--- src/rtl/pc_pkg.sv ---
// Shared types and constants for the program counter unit.
// Holds trap cause codes, next-PC select encoding and default vectors.
package pc_pkg;

  localparam logic [4:0] CAUSE_ADEL = 5'd4;

  localparam logic [31:0] RESET_VEC_DEF = 32'h0040_0000;
  localparam logic [31:0] EXC_VEC_DEF   = 32'h0040_0004;

  typedef enum logic [2:0] {
    SEQ,
    BR,
    JMP,
    JR,
    ERET,
    EXC
  } sel_e;

endpackage

--- src/rtl/pc_next_sel.sv ---
// Combinational next-PC source select and target computation.
// Folds a misaligned register jump into an address-error trap.
module pc_next_sel
  import pc_pkg::*;
#(
  parameter int             XLEN    = 32,
  parameter logic [XLEN-1:0] EXC_VEC = XLEN'(EXC_VEC_DEF)
) (
  input  logic [XLEN-1:0] pc_plus,
  input  logic [XLEN-1:0] epc,
  input  logic            exl,
  input  logic            br_taken,
  input  logic [15:0]     br_off,
  input  logic            jmp,
  input  logic [25:0]     jmp_idx,
  input  logic            jr,
  input  logic [XLEN-1:0] jr_addr,
  input  logic            exc_req,
  input  logic [4:0]      exc_code,
  input  logic            eret,
  output sel_e            sel,
  output logic [XLEN-1:0] target,
  output logic [4:0]      exc_cause
);

  localparam int BW = (XLEN > 18) ? XLEN : 18;

  logic [BW-1:0]   br_sum;
  logic [BW-1:0]   br_ext;
  logic [XLEN-1:0] br_tgt;
  logic [XLEN-1:0] jmp_tgt;
  logic [27:0]     jmp_low;
  logic            misalign;

  assign misalign = (jr_addr[1:0] != 2'b00);
  assign jmp_low  = {jmp_idx, 2'b00};
  assign br_ext   = BW'($signed(br_off)) << 2;
  assign br_sum   = BW'(pc_plus) + br_ext;
  assign br_tgt   = br_sum[XLEN-1:0];

  if (XLEN > 28) begin : g_wide
    assign jmp_tgt = {pc_plus[XLEN-1:28], jmp_low};
  end else begin : g_narrow
    assign jmp_tgt = jmp_low[XLEN-1:0];
  end

  // Fixed-priority source select; misaligned jr becomes a trap
  always_comb begin
    sel       = SEQ;
    exc_cause = exc_code;
    if (exc_req) begin
      sel = EXC;
    end else if (eret) begin
      sel = exl ? ERET : SEQ;
    end else if (jr) begin
      if (misalign) begin
        sel       = EXC;
        exc_cause = CAUSE_ADEL;
      end else begin
        sel = JR;
      end
    end else if (jmp) begin
      sel = JMP;
    end else if (br_taken) begin
      sel = BR;
    end
  end

  // Target mux for the chosen source
  always_comb begin
    target = pc_plus;
    unique case (sel)
      SEQ:     target = pc_plus;
      BR:      target = br_tgt;
      JMP:     target = jmp_tgt;
      JR:      target = jr_addr;
      ERET:    target = epc;
      EXC:     target = EXC_VEC;
      default: target = pc_plus;
    endcase
  end

endmodule

--- src/rtl/pc_unit.sv ---
// Program counter with branch/jump/jr, exception entry and return.
// All state advances on the falling clock edge when ena is high.
module pc_unit
  import pc_pkg::*;
#(
  parameter int              XLEN      = 32,
  parameter logic [XLEN-1:0] RESET_VEC = XLEN'(RESET_VEC_DEF),
  parameter logic [XLEN-1:0] EXC_VEC   = XLEN'(EXC_VEC_DEF),
  parameter int              STEP      = 4
) (
  input  logic            clk,
  input  logic            rst_n,
  input  logic            ena,
  input  logic            br_taken,
  input  logic [15:0]     br_off,
  input  logic            jmp,
  input  logic [25:0]     jmp_idx,
  input  logic            jr,
  input  logic [XLEN-1:0] jr_addr,
  input  logic            exc_req,
  input  logic [4:0]      exc_code,
  input  logic            eret,
  output logic [XLEN-1:0] pc,
  output logic [XLEN-1:0] pc_plus,
  output logic [XLEN-1:0] epc,
  output logic [4:0]      cause,
  output logic            exl
);

  logic [XLEN-1:0] pc_d, pc_q;
  logic [XLEN-1:0] epc_d, epc_q;
  logic [4:0]      cause_d, cause_q;
  logic            exl_d, exl_q;

  sel_e            sel;
  logic [XLEN-1:0] target;
  logic [4:0]      exc_cause;

  assign pc_plus = pc_q + XLEN'(STEP);
  assign pc      = pc_q;
  assign epc     = epc_q;
  assign cause   = cause_q;
  assign exl     = exl_q;

  pc_next_sel #(
    .XLEN    (XLEN),
    .EXC_VEC (EXC_VEC)
  ) u_sel (
    .pc_plus   (pc_plus),
    .epc       (epc_q),
    .exl       (exl_q),
    .br_taken  (br_taken),
    .br_off    (br_off),
    .jmp       (jmp),
    .jmp_idx   (jmp_idx),
    .jr        (jr),
    .jr_addr   (jr_addr),
    .exc_req   (exc_req),
    .exc_code  (exc_code),
    .eret      (eret),
    .sel       (sel),
    .target    (target),
    .exc_cause (exc_cause)
  );

  // Next state: hold on stall, else follow the selected source
  always_comb begin
    pc_d    = pc_q;
    epc_d   = epc_q;
    cause_d = cause_q;
    exl_d   = exl_q;
    if (ena) begin
      pc_d = target;
      unique case (sel)
        EXC: begin
          cause_d = exc_cause;
          exl_d   = 1'b1;
          if (!exl_q) epc_d = pc_q;
        end
        ERET:    exl_d = 1'b0;
        default: ;
      endcase
    end
  end

  // State registers, falling-edge clocked, async active-low reset
  always_ff @(negedge clk or negedge rst_n) begin
    if (!rst_n) begin
      pc_q    <= RESET_VEC;
      epc_q   <= '0;
      cause_q <= '0;
      exl_q   <= 1'b0;
    end else begin
      pc_q    <= pc_d;
      epc_q   <= epc_d;
      cause_q <= cause_d;
      exl_q   <= exl_d;
    end
  end

endmodule

--- config.mk ---
export PLATFORM = sky130hd
export DESIGN_NAME = pc_unit
export DESIGN_NICKNAME = d
export VERILOG_FILES = /design/src/rtl/pc_pkg.sv /design/src/rtl/pc_next_sel.sv /design/src/rtl/pc_unit.sv
export SDC_FILE = /design/constraint.sdc
export NUM_CORES = 1
export LEC_CHECK = 0
export BUFFER_PORTS_ARGS = -buffer_cell sky130_fd_sc_hd__buf_2
export CORE_MARGIN = 5
export CORE_UTILIZATION = 52
export CTS_BUF_LIST = sky130_fd_sc_hd__clkbuf_16
export CTS_CLUSTER_DIAMETER = 50
export DETAILED_ROUTE_END_ITERATION = 12
export PLACE_DENSITY_LB_ADDON = 0.3
export SLEW_MARGIN = 10
export SYNTH_ARGS = -nofsm -noshare
export SYNTH_HDL_FRONTEND = slang
export SYNTH_SLANG_ARGS = --single-unit
--- constraint.sdc ---
create_clock -name clk -period 4.1 [get_ports clk]
set_input_delay 0.615 -clock clk [delete_from_list [all_inputs] [get_ports clk]]
set_output_delay 0.615 -clock clk [all_outputs]
set_load 0.005 [all_outputs]
==> reports/qor.csv, run 1 <==
metric,value,unit
post-GRT worst EP,pc[30]$_DFFE_NN0P_/D,
worst-path endpoint category,register input,
DP Wirelength,19100,um
largest net degree at the start of global routing,71,
Adder-Cell Fraction of Synth Area,7.83,%
register area share after synthesis,30.0,%
Stop stage,5_1_grt,
multiplexer share of the synthesized area,8.80,%
synthesized instance count,695,
Die Y,116,um
"EDFF count, synth",0,
TritonCTS buffer count,9,
combinational family with the most area after synthesis,compound AO/OA/AOI/OAI gates,
area fraction in compound gates after synthesis,23.5,%
CTS Root Cell,clkbuf_16,
count of buffers inserted at the top-level ports,188,
run status,aborted with a tool error,
Post-synth top flop,dfrtn_1,
Synth Net Count,818,
Syn Area/Cell,8.41,um2
Row Count,38,
Mapped Area,0.00585,mm2
Post-synth ARST share,100,%
placed cell count,1191,
cell taking the most area after synthesis,dfrtn_1,
io pins,189,
CTS Sinks,70,
pre-CTS setup slack,-1.28,ns
Yosys cell types,65,
stop err,"[ERROR DPL-0038] Utilization greater than 100%, impossible to legalize",
Synth Area in XOR/XNOR,7.94,%
synthesized flop and latch total,70,
# hold bufs at CTS,0,
Syn. warnings,0,
Placed Area,0.00884,mm2
Starting Density,53.5,%
Horiz. Die Dim,116,um
GPL Wtd Cong,1.01,
clock tree buffer depth,2,
Post-Synth Simple-Gate Area,17.9,%
H-tree Lvls,3,
top cell type's share of synthesized area,29.5,%
Synth area leaders,"dfrtn_1, ha_1, nand2_1",
[Yosys cell counts, drive strengths merged (5+ instances only)]
cell,n
a211oi,5
a21o,15
a21oi,43
a221oi,14
a31oi,7
and2,5
and3,8
and4,6
buf,8
clkbuf,32
dfrtn,69
ha,35
inv,19
mux2,27
mux2i,21
nand2,96
nand3,22
nand4,10
nor2,60
nor3,9
o211ai,13
o21a,7
o21ai,46
xnor2,31
xor2,22
[through the flow]
stage / hold WS (ns) / util, %
4_1_cts: 0.444 / 93.3
3_5_place_dp: 0.444 / 80.8
3_3_place_gp: 0.429 / 80.8
2_1_floorplan: 0.448 / -
[repair_timing]
action	in CTS
pin swaps	89
setup endpoints to repair	83
buffers inserted	39
hold endpoints to repair	0
resized for setup	146
[kinds of logic after synthesis]
group,Yosys count
AO/OA/AOI/OAI,198
flip-flops,70
XOR/XNOR,53
multiplexers,48
buffers and inverters,59
adder cells (fa/ha/maj),36
AND/OR/NAND/NOR,231
==> run 2, diff against run 1 <==
--- a/config.mk
+++ b/config.mk
@@ -7,11 +7,9 @@
 export LEC_CHECK = 0
 export BUFFER_PORTS_ARGS = -buffer_cell sky130_fd_sc_hd__buf_2
 export CORE_MARGIN = 5
-export CORE_UTILIZATION = 52
-export CTS_BUF_LIST = sky130_fd_sc_hd__clkbuf_16
-export CTS_CLUSTER_DIAMETER = 50
+export CORE_UTILIZATION = 40
 export DETAILED_ROUTE_END_ITERATION = 12
-export PLACE_DENSITY_LB_ADDON = 0.3
+export PLACE_DENSITY_LB_ADDON = 0.15
 export SLEW_MARGIN = 10
 export SYNTH_ARGS = -nofsm -noshare
 export SYNTH_HDL_FRONTEND = slang
==> run 2 against run 1 <==
Compared with the run above: the flow now finishes, with violations (negative setup slack); area after synthesis stayed put; synthesized cell count stayed put.
==> reports/qor.csv, run 2 <==
metric,value,unit,change
Setup crit end kind,register,,
Tot GR Track Use,28.8,%,
Placed Area,0.00891,mm2,+0.79%
Final setup viols,53,,
Syn Area/Cell,8.41,um2,unchanged
Synth Net Count,818,,unchanged
initial antenna violation count,0,,
most frequent cell after synthesis,nand2_1,,
multiplexer share of the synthesized area,8.80,%,unchanged
Yosys cell types,65,,unchanged
cell leakage power,5.34,nW,
top cell type's share of synthesized area,29.5,%,unchanged
clk slew on worst S/H paths,0.05,ns,
kind of critical path,input pin to register,,
Worst EP required,2.24,ns,
Post-synth top cells,"nand2_1, dfrtn_1, nor2_1",,
Post-Synth Simple-Gate Area,17.9,%,unchanged
GPL Wtd Cong,0.921,,-8.6%
Diodes inserted,0,,
grt ovf,0,,
CTS tree,done,,
count of buffers inserted at the top-level ports,188,,unchanged
final cell count without fillers,1299,,
latest clock arrival within the worst-skew pair,0.40,ns,
Max Slew Vio Count,0,,
worst reg2reg path depth,20,,
Initial DRC Count,508,,
Synth area leaders,"dfrtn_1, ha_1, nand2_1",,
most frequent cells in the layout,"buf_4, buf_2, nand2_1, dfrtn_1, nor2_1",,
clk_skew,0.0528,ns,
1st-pass router iterations,5,,
Row Count,44,,+16%
"most common cell after layout, fill and taps aside",buf_4,,
Horiz. Die Dim,131,um,+13%
Worst Setup Start Kind,input pin,,
routed length per placed instance,19.6,um,
Peak VDD IR,268,uV,
RSZ-0062 raised after global routing,true,,
run status,"complete, but fails checks",,
slew margin rel.,68.4,%,
worst-path cell chain,buf_6 -> ha_4 -> inv_2 -> fa_2 -> nor2b_4 -> o31a_1 -> o32a_4 -> a31o_1 -> a2111oi_4 -> o31ai_1 -> xor2_1 -> a211oi_1 -> a21oi_1,,
Syn. warnings,0,,unchanged
residual DRC count,0,,
share of cells above drive strength 1,57.7,%,
ANT nets after route,0,,
hold path cells,1,,
worst setup margin,-0.817,ns,
Worst Tran Pin Value,0.473,ns,
post-route cell area,0.0106,mm2,
# hold bufs at CTS,0,,unchanged
largest net degree at the start of global routing,37,,
Final nets,1233,,
fillers,1099,,
CTS Root Cell,clkbuf_16,,
Die Y,131,um,+13%
failing checks,negative setup slack,,
Adder-Cell Fraction of Synth Area,7.83,%,unchanged
Worst path slowest cell,a2111oi_4,,
Final Hold Vio Count,0,,
Mapped Area,0.00585,mm2,unchanged
Layout area overhead,80.7,%,
vias in the first global route,7280,,
Vias/cell,5.53,,
Synth Area in XOR/XNOR,7.94,%,unchanged
CTS Sinks,70,,unchanged
Min-Delay Path Class,register to register,,
placeable core area,0.0144,mm2,
Starting Density,40.5,%,-13 points
Post-synth top flop,dfrtn_1,,
io pins,189,,unchanged
CP max FO,2,,
clock tree buffer depth,2,,unchanged
routed vias,7180,,
synthesized instance count,695,,unchanged
placed cell count,1235,,+3.7%
Worst Path Arrival,3.06,ns,
final WL,25400,um,
first-pass GRT wire length,38400,um,
Crit path largest cell delay,0.39,ns,
"EDFF count, synth",0,,unchanged
cell taking the most area after synthesis,dfrtn_1,,
DP Wirelength,19100,um,-0.13%
H-tree Lvls,3,,unchanged
pwr dens,436,mW/mm2,
combinational family with the most area after synthesis,compound AO/OA/AOI/OAI gates,,
Max Cap Violations,0,,
register area share after synthesis,30.0,%,unchanged
Post-synth ARST share,100,%,unchanged
synthesized flop and latch total,70,,unchanged
die area,0.0171,mm2,
area fraction in compound gates after synthesis,23.5,%,unchanged
TritonCTS buffer count,9,,unchanged
[run 2: cells by family (layout without fill, tap and decap cells)]
logic type               Yosys count  in the layout
adder cells (fa/ha/maj)           36             36
AO/OA/AOI/OAI                    198            198
buffers and inverters             59            479
XOR/XNOR                          53             53
multiplexers                      48             48
AND/OR/NAND/NOR                  231            231
flip-flops                        70             70
[run 2: timing repair]
item,4_1_cts,5_1_grt
resized for setup,126,59
setup endpoints to repair,61,85
pin swaps,93,56
gates cloned,0,0
buffers inserted,36,17
[run 2: area by class of cell]
class,count,area (um2),area share (%)
Clock buffer,9,225,2.13
Clock inverter,8,58.8,0.557
Inverter,18,70.1,0.663
Multi-Input combinational cell,566,5090,48.2
Sequential cell,70,1750,16.6
Tap cell,184,230,2.18
Timing Repair Buffer,444,3140,29.7
[run 2: worst max-delay path: cells and delay by family]
| family | cells | cell delay, ns |
|---|---|---|
| compound gates | 7 | 1.71 |
| xor+xnor | 1 | 0.17 |
| fa+ha+maj | 2 | 0.37 |
| buf+inv | 2 | 0.15 |
| simple gates | 1 | 0.05 |
[run 2: through the flow]
stage / setup TNS, ns / hold slack, ns / total power, mW / utilization [%] / setup WS [ns]
final: -23.84 / 0.441 / 4.61 / 73.2 / -0.817
after global routing: -27.82 / 0.462 / 4.88 / 73.2 / -0.880
after CTS: -22.86 / 0.446 / 4.44 / 70.2 / -0.778
after detailed placement: -38.01 / 0.446 / 3.34 / 61.8 / -1.27
after global placement: -36.18 / 0.431 / 3.31 / 61.8 / -1.26
after floorplan: -16.54 / 0.448 / 2.23 / - / -0.988
[run 2: metal layers]
| metal | up-vias | global-route usage (%) | share of wire [%] |
|---|---|---|---|
| met5 | - | 0 | 0 |
| li1 | 3362 | - | - |
| met4 | 0 | 11.0 | 3.3 |
| met3 | 57 | 4.27 | 6.1 |
| met1 | 3477 | 38.5 | 43 |
| met2 | 284 | 47.3 | 48 |
[run 2: power by group]
group          leakage (nW)  internal (mW)  switching (mW)
logic                  4.34           1.48            1.26
clock network         0.138          0.418           0.357
registers             0.865          0.908           0.187
[run 2: path summary, 6_finish.rpt]
path,from,endpoint,slack (ns)
worst max-delay path,br_off[0],pc[30],-0.82
worst min-delay path,cause[4],cause[4],0.44
worst max register to register,pc[2],pc[30],-0.04
worst min register to register,cause[4],cause[4],0.44
max in group asynchronous,rst_n,pc[23],1.41
min in group asynchronous,rst_n,epc[14],2.12
No activity file was read; power rests on OpenSTA's default activity.
